[src/rtl/usb_tx_packet_builder.sv]
`default_nettype none
// ============================================================================
// Module      : usb_tx_packet_builder
// Description : Assembles a USB handshake or data packet (SYNC, PID, payload,
//               CRC16) into a flat byte-addressed register for the serializer.
// Revision    : 1.0 - initial release
// ============================================================================
module usb_tx_packet_builder #(
    parameter int         MAX_DATA_BYTES = 64,
    parameter logic [7:0] SYNC_BYTE      = 8'h01,
    parameter int         CNT_W          = $clog2(MAX_DATA_BYTES + 1),
    parameter int         LEN_W          = $clog2(MAX_DATA_BYTES + 5)
) (
    input  logic                            clk,
    input  logic                            rst,
    input  logic                            start,
    input  logic [3:0]                      pid,
    input  logic [CNT_W-1:0]                data_count,
    input  logic                            abort,
    input  logic [7:0]                      tx_data,
    input  logic                            tx_data_valid,
    output logic                            get_tx_data,
    output logic                            busy,
    output logic                            packet_done,
    output logic                            packet_error,
    output logic [LEN_W-1:0]                packet_len,
    output logic [LEN_W+2:0]                packet_bits,
    output logic [8*(MAX_DATA_BYTES+4)-1:0] packet_tx
);

    localparam int              c_nbytes  = MAX_DATA_BYTES + 4;
    localparam logic [CNT_W-1:0] c_max_cnt = CNT_W'(MAX_DATA_BYTES);

    localparam logic [2:0] c_st_idle   = 3'd0;
    localparam logic [2:0] c_st_sync   = 3'd1;
    localparam logic [2:0] c_st_pid    = 3'd2;
    localparam logic [2:0] c_st_data   = 3'd3;
    localparam logic [2:0] c_st_crc_lo = 3'd4;
    localparam logic [2:0] c_st_crc_hi = 3'd5;
    localparam logic [2:0] c_st_done   = 3'd6;

    logic [2:0]          r_state;
    logic [3:0]          r_pid;
    logic [CNT_W-1:0]    r_count;
    logic [CNT_W-1:0]    r_cnt;
    logic [15:0]         r_crc;
    logic [LEN_W-1:0]    r_len;
    logic [8*c_nbytes-1:0] r_packet_tx;
    logic                r_get_tx_data;
    logic                r_packet_done;
    logic                r_packet_error;

    logic                w_start_ok;
    logic                w_consume;
    logic                w_last;
    logic                w_wr_en;
    logic [7:0]          w_wr_byte;

    // Reflected CRC-16 (poly 0xA001), one byte processed LSB-first.
    function automatic logic [15:0] f_crc16_byte(input logic [15:0] crc, input logic [7:0] data);
        logic [15:0] v;
        v = crc ^ {8'h00, data};
        for (int b = 0; b < 8; b++) begin
            v = v[0] ? ((v >> 1) ^ 16'hA001) : (v >> 1);
        end
        return v;
    endfunction

    assign w_start_ok = ((pid[1:0] == 2'b11) || (pid[1:0] == 2'b10)) && (data_count <= c_max_cnt);
    assign w_consume  = (r_state == c_st_data) && tx_data_valid && !abort;
    assign w_last     = ((r_cnt + CNT_W'(1)) == r_count);

    always_comb begin
        w_wr_byte = 8'h00;
        w_wr_en   = 1'b0;
        case (r_state)
            c_st_sync: begin
                w_wr_byte = SYNC_BYTE;
                w_wr_en   = !abort;
            end
            c_st_pid: begin
                w_wr_byte = {~r_pid, r_pid};
                w_wr_en   = !abort;
            end
            c_st_data: begin
                w_wr_byte = tx_data;
                w_wr_en   = w_consume;
            end
            c_st_crc_lo: begin
                w_wr_byte = ~r_crc[7:0];
                w_wr_en   = !abort;
            end
            c_st_crc_hi: begin
                w_wr_byte = ~r_crc[15:8];
                w_wr_en   = !abort;
            end
            default: begin
                w_wr_byte = 8'h00;
                w_wr_en   = 1'b0;
            end
        endcase
    end

    always_ff @(posedge clk or posedge rst) begin
        if (rst) begin
            r_state        <= c_st_idle;
            r_pid          <= 4'h0;
            r_count        <= '0;
            r_cnt          <= '0;
            r_crc          <= 16'hFFFF;
            r_len          <= '0;
            r_packet_tx    <= '0;
            r_get_tx_data  <= 1'b0;
            r_packet_done  <= 1'b0;
            r_packet_error <= 1'b0;
        end else begin
            r_packet_done  <= 1'b0;
            r_packet_error <= 1'b0;

            // Every byte lands at the current length, then the length advances.
            if (w_wr_en) begin
                for (int k = 0; k < c_nbytes; k++) begin
                    if (r_len == LEN_W'(k)) begin
                        r_packet_tx[8*k +: 8] <= w_wr_byte;
                    end
                end
                r_len <= r_len + LEN_W'(1);
            end

            if ((r_state != c_st_idle) && abort) begin
                r_state       <= c_st_idle;
                r_get_tx_data <= 1'b0;
            end else begin
                case (r_state)
                    c_st_idle: begin
                        if (start) begin
                            if (w_start_ok) begin
                                r_pid       <= pid;
                                r_count     <= data_count;
                                r_packet_tx <= '0;
                                r_len       <= '0;
                                r_state     <= c_st_sync;
                            end else begin
                                r_packet_error <= 1'b1;
                            end
                        end
                    end
                    c_st_sync: begin
                        r_state <= c_st_pid;
                    end
                    c_st_pid: begin
                        r_crc <= 16'hFFFF;
                        r_cnt <= '0;
                        if (r_pid[1:0] == 2'b10) begin
                            r_state       <= c_st_done;
                            r_packet_done <= 1'b1;
                        end else if (r_count == '0) begin
                            r_state <= c_st_crc_lo;
                        end else begin
                            r_state       <= c_st_data;
                            r_get_tx_data <= 1'b1;
                        end
                    end
                    c_st_data: begin
                        if (w_consume) begin
                            r_crc <= f_crc16_byte(r_crc, tx_data);
                            r_cnt <= r_cnt + CNT_W'(1);
                            if (w_last) begin
                                r_state       <= c_st_crc_lo;
                                r_get_tx_data <= 1'b0;
                            end
                        end
                    end
                    c_st_crc_lo: begin
                        r_state <= c_st_crc_hi;
                    end
                    c_st_crc_hi: begin
                        r_state       <= c_st_done;
                        r_packet_done <= 1'b1;
                    end
                    c_st_done: begin
                        r_state <= c_st_idle;
                    end
                    default: begin
                        r_state       <= c_st_idle;
                        r_get_tx_data <= 1'b0;
                    end
                endcase
            end
        end
    end

    assign get_tx_data  = r_get_tx_data;
    assign busy         = (r_state != c_st_idle);
    assign packet_done  = r_packet_done;
    assign packet_error = r_packet_error;
    assign packet_len   = r_len;
    assign packet_bits  = {r_len, 3'b000};
    assign packet_tx    = r_packet_tx;

endmodule
`default_nettype wire

[config.mk]
export PLATFORM = sky130hd
export DESIGN_NAME = usb_tx_packet_builder
export DESIGN_NICKNAME = d
export VERILOG_FILES = /design/src/rtl/usb_tx_packet_builder.sv
export SDC_FILE = /design/constraint.sdc
export NUM_CORES = 1
export LEC_CHECK = 0
export BUFFER_PORTS_ARGS = -buffer_cell sky130_fd_sc_hd__buf_2
export CAP_MARGIN = 10
export CORE_MARGIN = 3
export CORE_UTILIZATION = 30
export CTS_CLUSTER_DIAMETER = 60
export DETAILED_ROUTE_END_ITERATION = 16
export PLACE_DENSITY = 0.58
export SYNTH_ARGS = -nofsm -noshare
export SYNTH_HDL_FRONTEND = slang
export SYNTH_SLANG_ARGS = --single-unit
[constraint.sdc]
create_clock -name clk -period 35.8 [get_ports clk]
set_input_delay 5.37 -clock clk [delete_from_list [all_inputs] [get_ports clk]]
set_output_delay 5.37 -clock clk [all_outputs]
set_load 0.02 [all_outputs]
* After elaboration in Yosys (flattened, before gate mapping)
Cells that the tools add are included.
** Word-level totals
- Bits in registers :: 591
- Input bits :: 24
- Output and inout bits :: 565
** Operators by class
- $add $sub $neg :: 2
- Magnitude comparators :: 1
- Equality and inequality tests :: 85
- Muxes and demuxes :: 113
- Bitwise operators :: 13
- Reduce and logical (&&, ||, !) cells :: 17
** Operator list (count)
- 2-to-1 mux 544 bit :: 5
- 2-to-1 mux 8 bit :: 68
- equality test 7 x 6 -> 1 bit (second input constant) :: 32
- 2-to-1 mux 16 bit :: 9
- equality test 7 x 5 -> 1 bit (second input constant) :: 16
- equality test 7 x 4 -> 1 bit (second input constant) :: 8
- 2-to-1 mux 7 bit :: 6
- one-hot mux 8 bit (5 select lines) :: 1
- one-hot mux 16 bit (2 select lines) :: 1
- equality test 7 x 3 -> 1 bit (second input constant) :: 4
- equality test 7 bit (second input constant) :: 4
- inverter 2 -> 3 bit :: 8
- 2-to-1 mux 3 bit :: 7
- one-hot mux 3 bit (6 select lines) :: 1
- inverter 8 bit :: 2
- XOR 16 x 8 -> 16 bit :: 1
- adder 7 x 1 -> 7 bit (second input constant) :: 2
- equality test 7 x 2 -> 1 bit (second input constant) :: 2
- logical NOT 7 bit :: 2
- one-hot mux 7 bit (2 select lines) :: 1
- inequality test 3 bit (second input constant) :: 4
- 2-to-1 mux 1 bit :: 11
- equality test 3 bit (second input constant) :: 3
- AND reduction 4 bit :: 2
- 23 further kinds :: 31

* Depth between registers and ports, before layout
Gate-level depths: netlist of run 1.
- Depth in word-level cells :: 19
- Depth in mapped cells :: 9
- Gate-level depth less buffers :: 6

* Worst setup path before layout of run 1
No wires, ideal clock.
- Path type :: input -> register
- From :: input port data_count[1]
- To :: register r_packet_tx[0], in the netlist packet_tx[0]
- Arrival :: 6.854 ns
- Required time :: 35.680 ns
- Path slack :: 28.826 ns
- Cell stages on the path :: 8
- Path buffers :: 3
- Cells stage by stage :: or4_4 o31ai_4 nand2_1 nor2_2 buf_4 buf_6 buf_6 nor2_1
** Between the ends
- Longest elaborated chain between the ends :: 6
** Ends and longest elaborated chain
- from (decl) :: line 18 : input logic [CNT_W-1:0] data_count,
- less-or-equal comparator 7 bit :: line 69 : assign w_start_ok = ((pid[1:0] == 2'b11) || (pid[1:0] == 2'b10)) && (data_count <= c_max_cnt);
- logical AND 1 bit :: line 69
- 2-to-1 mux 544 bit :: line 137 : if (w_start_ok) begin
- 2-to-1 mux 544 bit :: line 136 : if (start) begin
- 2-to-1 mux 544 bit :: line 134 : case (r_state)
- 2-to-1 mux 544 bit :: line 130 : if ((r_state != c_st_idle) && abort) begin
- to (signal, indexed assignment) :: line 124 : r_packet_tx[8*k +: 8] <= w_wr_byte;
- to (decl) :: line 48 : logic [8*c_nbytes-1:0] r_packet_tx;
Every way passes these cells.
A chain may end at the register's enable or synchronous reset.

* Worst setup path in the final report of run 1
- From :: input port data_count[1]
- To :: register r_packet_tx[28], in the netlist packet_tx[28]
Same word-level chain as after synthesis.

==> impl_metrics.ini, run 1 <==
[final_layout]
regArea_um2 = 14800
drive_gt1_share_pct = 31.7
final_cells = 3869
num-fill-cells = 8413
area.growth.synth_to_final_pct = 24.5
multi_input_area_um2 = 10100
nNetsFinal = 2711

[global_routing]
antenna_found_initial = 0
grt_overflow_total = 0
grt_pass1_vias = 18400
grt_max_degree = 216
grt_first_pass_wirelength_um = 126000
grt_use_total_pct = 18.5

[place]
place_inst = 3741
gp_congestion = 0.747
hpwl_um = 55800
io_buffer_count = 585

[floorplanning]
core_area_um2 = 84400
rows = 106
chipHeight_um = 299
dieArea_um2 = 89300
start_util_pct = 30.5
pin_count = 589
fp.dieW_um = 299

[timing]
hold_violations = 0
fin_crit_ns = 9.42
fmax_mhz = 106
finalClockSkew_ns = 0.0242
post-route-period-util_pct = 26.3
slew_viol_final = 0
setup_violations = 0
relSlewSlack_pct = 21.4
tns_ns = 0
worst_pin_slew_ns = 1.18
grt_setup_unrepaired = false

[critical_path]
start_kind = primary input
crit_end = packet_tx[28]$_DFF_PP0_
required_ns = 36.23
r2r-start = r_state[0]$_DFFE_PP0P_
arrival_ns = 9.85
endpoint_kind = flop
crit_path_max_fanout = 85
reg2regPathDepth = 8
reg2reg_to = packet_tx[28]$_DFF_PP0_
cp-startpoint = data_count[1]
critical_path_class = primary input to flop
reg2reg_slack_ns = 31.05

[min_path]
min_path_type = flop to flop

[logic_synthesis]
synth-edff-count = 0
ys_seq_elements = 591
synth_warnings = 0
synthTopCellsByArea = dfrtp_1, mux2i_1, nor2_1
ys_seq_area_share_pct = 57.5
synthArstFlopShare_pct = 100
synth_cell_types = 55
yosys.area.top_type = dfrtp_1
postSynthCellCount = 2149
synth.most_common_cell = dfrtp_1
syn_area_um2 = 25700
synthFlopType = dfrtp_1
synth_top_cell_area_share_pct = 55.9
synth_common_cells = dfrtp_1, nor2_1, mux2i_1
avgSynthCellArea_um2 = 12.0

[drt]
wl_met1_um = 37600
wire_per_inst_um = 22.1
routed_wl_um = 85400
vias_per_cell = 4.75
dr.pass1.iters = 5
num_vias = 18400
wl_met2_um = 40200
post-route-drc-count = 0
drt-initial-drc-count = 1237
ant_nets = 0
dr_wl_met3_um = 5590
top_layer = met4

[clock_tree]
numClockSinks = 591
htree_levels = 3
cts_made_buffers = 73
cts_resized = 0
clk_path_buf_depth = 3
postCtsSetupBuffers = 0
cts_tree = yes
holdBufCountCts = 0
clock_latency_ns = 0.61
cts.clk_slew.worst_paths_ns = 0.05
cts_root_buf = clkbuf_16

[power_and_ir_drop]
p_leak_nw = 21.3
clkPwrFrac_pct = 34.6
switching_power_w = 0.000833
switching_share_pct = 38.0
comb_power_share_pct = 29.7
ir_drop_mv = 0.0655
seqPwrFrac_pct = 35.7
p_per_area_nw_per_um2 = 68.5
p_int_w = 0.00136

[job]
drv_cap = 0

[run_status]
status = finished clean
==> how the worst min path moves through the flow <==
stage	startpoint	end	slack, ns	cells past startpoint
global route	r_crc[15]$_DFFE_PP1P_	r_crc[15]$_DFFE_PP1P_	0.53	2
finish	packet_tx[466]$_DFF_PP0_	packet_tx[466]$_DFF_PP0_	0.51	2
CTS	r_crc[9]$_DFFE_PP1P_	r_crc[9]$_DFFE_PP1P_	0.52	2
floorplan	r_cnt[6]$_DFFE_PP0P_	r_cnt[6]$_DFFE_PP0P_	0.48	1
detailed placement	r_crc[9]$_DFFE_PP1P_	r_crc[9]$_DFFE_PP1P_	0.51	2
global placement	packet_tx[144]$_DFF_PP0_	packet_tx[144]$_DFF_PP0_	0.50	2
==> worst max-delay path, stage by stage <==
cell     delay (ns)
buf_2          0.10
or4_4          0.58
o31ai_4        0.22
nand2_1        0.12
nor2_4         0.80
buf_4          0.73
buf_4          0.80
buf_4          0.82
nor2_1         0.13
==> cells by family (layout without fill, tap and decap cells) <==
family,after synthesis,in the layout,share of synthesized area (%)
other,1,4,0.0146
xor gates and xnor gates,38,38,1.46
and+or+nand+nor,710,710,13.2
AOI/OAI and AO/OA,70,70,1.83
adders and majority gates,5,5,0.243
DFF,591,591,57.5
muxes,559,559,21.8
buffers and inverters,175,758,3.85
==> per-stage QoR <==
step           setup slack (ns)  area (um^2)  util (%)  power [W]  hold slack (ns)
2_1_floorplan             13.92        25700         -    0.00119            0.476
3_3_place_gp              25.83        29500      35.0    0.00146            0.499
3_5_place_dp              25.80        29500      35.0    0.00146            0.507
4_1_cts                   26.46        32100      38.0    0.00223            0.517
5_1_grt                   26.18        32100      38.0    0.00230            0.532
6_report                  26.38        32100      38.0    0.00219            0.512
==> power by group through the flow <==
stage / Clock (W) / Sequential [W] / Combinational [W]
global route: 0.000811 / 0.000791 / 0.000697
global placement: 0 / 0.000794 / 0.000662
floorplan: 0 / 0.000838 / 0.000349
detailed placement: 0 / 0.000795 / 0.000663
CTS: 0.000783 / 0.000784 / 0.000665
finish: 0.000759 / 0.000783 / 0.000652
==> cell type report <==
type | instances | area share [%]
sequential | 591 | 46.2
multi-input combinational | 1385 | 31.4
timing repair buffer | 620 | 9.99
clock buffer | 102 | 6.74
tap | 1134 | 4.43
clock inverter | 25 | 1.09
inverter | 11 | 0.152
antenna | 1 | 0.00781
==> sequential cells by signal, indices dropped and copies added (netlist names) <==
name / count
r_pid: 4
r_count: 7
packet_len: 7
packet_error: 1
r_cnt: 7
r_state: 3
r_crc: 16
packet_done: 1
get_tx_data: 1
packet_tx: 544
==> layer usage <==
metal | GRT usage, % | vias to the layer above
met3 | 4.24 | 114
met4 | 5.10 | 0
met2 | 29.9 | 639
li1 | - | 8327
met1 | 25.0 | 9292
met5 | 0 | -
==> cell usage in the layout, fill, tap and decap left out, types with 3 or more instances in the layout <==
master | Yosys | layout
clkinv_4 | 0 | 3
mux2i_1 | 544 | 544
nand2b_1 | 5 | 5
clkinv_8 | 0 | 4
a21oi_4 | 0 | 4
clkbuf_16 | 0 | 76
nor2_2 | 10 | 8
nand3_1 | 9 | 9
clkbuf_1 | 46 | 10
buf_4 | 19 | 34
buf_2 | 71 | 585
o22ai_1 | 6 | 4
conb_1 | 1 | 3
xor2_1 | 14 | 14
o22a_1 | 9 | 9
clkbuf_8 | 0 | 16
ha_2 | 0 | 4
inv_8 | 0 | 5
a2bb2oi_1 | 3 | 3
bufinv_16 | 0 | 5
nor3_1 | 5 | 4
clkinv_2 | 0 | 7
a221oi_1 | 5 | 5
dfrtp_1 | 575 | 575
nand2_1 | 17 | 17
nor2_1 | 572 | 572
xnor2_1 | 21 | 21
inv_1 | 11 | 10
nand4_2 | 67 | 67
dfstp_2 | 16 | 16
mux2_2 | 15 | 13
o21ai_0 | 8 | 8
nor2b_1 | 4 | 4
nand4_1 | 3 | 3
a21oi_1 | 25 | 21
Power figures use the tool's default switching activity.
==> run 2: changes to the inputs <==
- ABC_AREA: default -> 1
- PLACE_DENSITY: 0.58 -> 0.6
- clock period: 35.8 -> 7.9 ns (I/O delays scaled with it)
==> impl_metrics.ini, run 2 <==
[run_status]
status = finished clean

[global_routing]
grt_max_degree = 241
grt_overflow_total = 0
grt_first_pass_wirelength_um = 129000
antenna_found_initial = 5
grt_use_total_pct = 19.4
grt_pass1_vias = 19600
use_met3_pct = 4.52
globalRouteMet2Util_pct = 31.1
grt_busiest_layer = met2
met1_usage_pct = 26.0

[floorplanning]
fp.dieW_um = 296
start_util_pct = 30.6
pin_count = 589
rows = 105
core_area_um2 = 82800
dieArea_um2 = 87900
chipHeight_um = 296

[clock_tree]
postCtsSetupBuffers = 0
cts_resized = 0
cts_tree = yes
cts.clk_slew.worst_paths_ns = 0.06
htree_levels = 3
clock_latency_ns = 0.61
numClockSinks = 591
clk_path_buf_depth = 3
holdBufCountCts = 0
cts_made_buffers = 72
cts_root_buf = clkbuf_16

[logic_synthesis]
synthArstFlopShare_pct = 100
synth_cell_types = 38
synth_warnings = 0
synthFlopType = dfrtp_1
postSynthCellCount = 2797
synth.most_common_cell = dfrtp_1
syn_area_um2 = 25300
synth-edff-count = 0
ys_seq_area_share_pct = 58.5
synthTopCellsByArea = dfrtp_1, a21oi_1, o21ai_0
synth_common_cells = dfrtp_1, a21oi_1, inv_1
yosys.area.top_type = dfrtp_1
avgSynthCellArea_um2 = 9.05
ys_seq_elements = 591
synth_top_cell_area_share_pct = 56.9

[drt]
num_vias = 20600
drt-initial-drc-count = 1416
post-route-drc-count = 0
ant_nets = 0
vias_per_cell = 4.67
wire_per_inst_um = 20.0
dr.pass1.iters = 5
routed_wl_um = 88200

[critical_path]
endpoint_kind = flop
start_kind = primary input
crit_chain = buf_2 > nor2_1 > nand2_1 > o31ai_1 > nand2_1 > nor3_4 > inv_8 > buf_4 > o21ai_0 > a21oi_1
required_ns = 8.36
slowest_stage = buf_4
slowest_delay_ns = 0.57
crit_path_max_fanout = 176
critPathTopFamily = buffers and inverters
crit_top_cell = nand2_1
critical_path_class = primary input to flop
arrival_ns = 3.80
crit_buf_inv = 3

[timing]
fin_crit_ns = 3.35
grt_setup_unrepaired = false
post-route-period-util_pct = 42.4
relSlewSlack_pct = 30.0
fin_ws_ns = 4.55
hold_violations = 0
whs_ns = 0.478
fmax_mhz = 299
finalClockSkew_ns = 0.0357
worst_pin_slew_ns = 1.05
slew_viol_final = 0
setup_violations = 0

[place]
gp_congestion = 0.797
hpwl_um = 58900
dp_slack_ns = 4.01
io_buffer_count = 585

[final_layout]
drive_gt1_share_pct = 24.7
largest_register_ffs = 544
layout_commonest_cell = buf_2
num-fill-cells = 8331
area.growth.synth_to_final_pct = 24.2
regArea_um2 = 14800
nNetsFinal = 3319
final_cell_mix = buf_2, dfrtp_1, a21oi_1
multi_input_area_um2 = 7640

[power_and_ir_drop]
p_leak_nw = 16.4
power_w = 0.0137
ir_drop_mv = 0.173
p_per_area_nw_per_um2 = 437

[min_path]
min_path_type = flop to flop

[job]
drv_cap = 0
==> run 2: cell count changes in the layout (fill, tap and decap cells not counted), moves of 67 or more <==
cell and delta:
o21ai_0 +498, nand2_1 +142, mux2i_1 -544, nand4_2 -67
inv_1 +506, a21oi_1 +533, nor2_1 -520
==> run 2: cell type report <==
cell class / count / share of cell area (%)
flip-flops and latches: 591 / 47.1
multi-input cells: 1481 / 24.3
repair buffers: 613 / 10.1
clock buffers: 98 / 6.56
inverters: 531 / 6.40
well taps: 1070 / 4.26
clock inverters: 28 / 1.13
diodes: 4 / 0.0319
==> run 2: cells by family (layout without fill, tap and decap cells) <==
kind of cell               count (synthesis)  in the layout  share of synthesized area, %
AOI/OAI and AO/OA                       1152           1152                          23.4
xor gates and xnor gates                  11             11                         0.381
adders and majority gates                  5              5                         0.247
buffers and inverters                    727           1270                          11.5
DFF                                      591            591                          58.5
other                                      1              7                        0.0148
and+or+nand+nor                          310            310                          5.89
==> run 2: worst paths after layout <==
check                      slack, ns                       end                    start  depth (start not counted)
hold reg to reg                 0.48   get_tx_data$_DFFE_PP0P_  get_tx_data$_DFFE_PP0P_                          2
setup reg to reg                4.77  packet_tx[536]$_DFF_PP0_   r_state[0]$_DFFE_PP0P_                         10
min in group asynchronous       0.76  packet_tx[282]$_DFF_PP0_                      rst                          3
hold / removal                  0.48   get_tx_data$_DFFE_PP0P_  get_tx_data$_DFFE_PP0P_                          2
setup / recovery                4.55  packet_tx[493]$_DFF_PP0_            data_count[1]                         10
max in group asynchronous       5.70   packet_len[0]$_DFF_PP0_                      rst                          4
==> run 2: worst reg2reg max path, cell delays in order (launching register included) <==
cell and delay, ns:
dfrtp_1 0.41, inv_2 0.11, nor2_2 0.07, nand2_1 0.30, o22ai_1 0.13, nor2_1 0.19, nand3_4 0.48, buf_4 0.49
inv_1 0.53, a21oi_1 0.16, o21a_1 0.15
==> run 2: per-layer routing <==
metal / routed length [um] / up-vias
li1: - / 10000
met3: 6570 / 144
met1: 38100 / 9788
met4: 2960 / 0
met5: 0 / -
met2: 40600 / 662
==> run 2: where the power goes <==
group	leakage [nW]	total, W	switching, W	internal [W]
registers	7.92	0.00488	0.000695	0.00418
logic	7.32	0.00550	0.00396	0.00153
clock network	1.18	0.00336	0.00135	0.00201
==> run 2: per-stage QoR <==
stage               instances  area [um^2]  util, %  setup TNS, ns
finish                   4416        31400     38.0              0
global route             4413        31400     37.9              0
CTS                      4412        31400     37.9              0
detailed placement       4286        29000     35.0              0
global placement         4286        29000     35.0              0
floorplan                2799        25300        -        -764.33
==> run 3: changes to the inputs <==
- ABC_AREA: 1 -> 0
- clock period: 7.9 -> 2.8 ns (I/O delays scaled with it)
==> impl_metrics.ini, run 3 (synthesized netlist as in run 1, its figures left out) <==
[clock_tree]
cts_root_buf = clkbuf_16
cts.clk_slew.worst_paths_ns = 0.06
htree_levels = 3
postCtsSetupBuffers = 0
cts_tree = yes
clk_path_buf_depth = 3
numClockSinks = 591
cts_made_buffers = 73
clock_latency_ns = 0.62

[power_and_ir_drop]
seqPwrFrac_pct = 34.4
switching_share_pct = 37.4
p_int_w = 0.0182
clkPwrFrac_pct = 34.5
p_per_area_nw_per_um2 = 880
p_leak_nw = 21.8
ir_drop_mv = 0.787
comb_power_share_pct = 31.1
switching_power_w = 0.0109

[timing]
relSlewSlack_pct = 55.5
slew_viol_final = 0
whs_ns = 0.0527
fin_ws_ns = 0.314
finalClockSkew_ns = 0.0348
fmax_mhz = 402
grt_setup_unrepaired = false
fin_crit_ns = 2.49
hold_violations = 0
setup_violations = 0
post-route-period-util_pct = 88.8
worst_pin_slew_ns = 0.662

[floorplanning]
rows = 106
core_area_um2 = 84400
dieArea_um2 = 89300
start_util_pct = 30.5
chipHeight_um = 299
fp.dieW_um = 299
pin_count = 589

[final_layout]
layout_commonest_cell = buf_2
num-fill-cells = 8258
n_antenna_cell = 0
area.growth.synth_to_final_pct = 28.4
drive_gt1_share_pct = 33.3
nNetsFinal = 2777
largest_register_ffs = 544
final_cells = 3937
final_util_pct = 39.2
final_cell_mix = buf_2, dfrtp_1, nor2_1

[drt]
routed_wl_um = 86200
vias_per_cell = 4.72
dr.pass1.iters = 5
ant_nets = 0
num_vias = 18600
post-route-drc-count = 0
wire_per_inst_um = 21.9
drt-initial-drc-count = 1144

[place]
gp_congestion = 0.782
dp_slack_ns = 0.253
hpwl_um = 58200
place_inst = 3806
io_buffer_count = 585

[critical_path]
start_kind = flop
crit_top_cell = buf_4
crit_buf_inv = 2
crit_chain = buf_4 > o21ai_4 > buf_4 > nand4_2 > mux2i_1 > nor2_1
arrival_ns = 2.97
slowest_delay_ns = 0.59
slowest_stage = nand4_2
required_ns = 3.29
critPathTopFamily = buffers and inverters
critical_path_class = flop to flop
crit_path_max_fanout = 31
endpoint_kind = flop

[global_routing]
grt_max_degree = 74
grt_use_total_pct = 18.8
grt_overflow_total = 0
grt_pass1_vias = 18900
grt_first_pass_wirelength_um = 128000
antenna_found_initial = 1

[min_path]
min_path_type = primary input to flop

[job]
drv_cap = 0

[run_status]
status = finished clean
## run 3: cell count changes in the layout (fill, tap and decap cells not counted), sizes merged, moves of 9 or more
cell and delta:
a21oi -529, buf +72, inv -518, mux2 +15, mux2i +544, nand2 -172
nand3 -14, nand4 +65, nor2 +502, o21a -38, o21ai -520, o22a +9
o22ai -10, xnor2 +16
## run 3: path summary, 6_finish.rpt
path                                          start                       end  slack (ns)  cells after the start
max                          r_state[2]$_DFFE_PP0P_  packet_tx[123]$_DFF_PP0_        0.31                      6
min                                          pid[2]      r_pid[2]$_DFFE_PP0P_        0.05                      2
max reg2reg                  r_state[2]$_DFFE_PP0P_  packet_tx[123]$_DFF_PP0_        0.31                      6
min reg2reg                packet_tx[260]$_DFF_PP0_  packet_tx[260]$_DFF_PP0_        0.51                      2
max in group asynchronous                       rst  packet_tx[396]$_DFF_PP0_        1.33                      4
min in group asynchronous                       rst      r_cnt[0]$_DFFE_PP0P_        0.44                      3
## run 3: timing repair
item	in CTS	in global routing
endpoints found under the hold margin	8	0
hold buffers	1	0
resized for setup	0	0
## run 3: layer usage
layer  wire (um)  vias to the layer above  track usage, %  share of wire (%)
li1            -                     8469               -                  -
met5           0                        -               0                  0
met2       40700                      622            30.9                 47
met3        5980                      115            4.66                6.9
met4        2280                        0            5.50                2.6
met1       37300                     9395            24.6                 43
## run 3: worst reg2reg max path, cell delays in order (launching register included)
cell and delay [ns]:
dfrtp_1 0.44, buf_4 0.20, o21ai_4 0.20, buf_4 0.51
nand4_2 0.63, mux2i_1 0.32, nor2_1 0.06
## run 3: power by group through the flow
stage | clock network [W] | logic [W] | registers (W)
3_5_place_dp | 0 | 0.00918 | 0.0101
5_1_grt | 0.0107 | 0.00963 | 0.0101
2_1_floorplan | 0 | 0.00447 | 0.0107
4_1_cts | 0.0103 | 0.00922 | 0.0100
6_report | 0.0100 | 0.00903 | 0.0100
3_3_place_gp | 0 | 0.00913 | 0.0101
## run 3: area by class of cell
class	instances	area [um^2]	share of cell area, %
clock inverters	29	474	1.44
clock buffers	101	2120	6.43
inverters	11	45.0	0.136
repair buffers	686	4100	12.4
flip-flops and latches	591	14800	44.8
multi-input cells	1385	10100	30.5
well taps	1134	1420	4.30
## run 3: metrics by stage
stage | total power (W) | setup TNS, ns | cell area [um^2]
after CTS | 0.0295 | 0 | 33000
after global placement | 0.0193 | 0 | 30400
after floorplan | 0.0152 | -3311.37 | 25700
after global routing | 0.0304 | 0 | 33000
after detailed placement | 0.0193 | 0 | 30400
final | 0.0291 | 0 | 33000
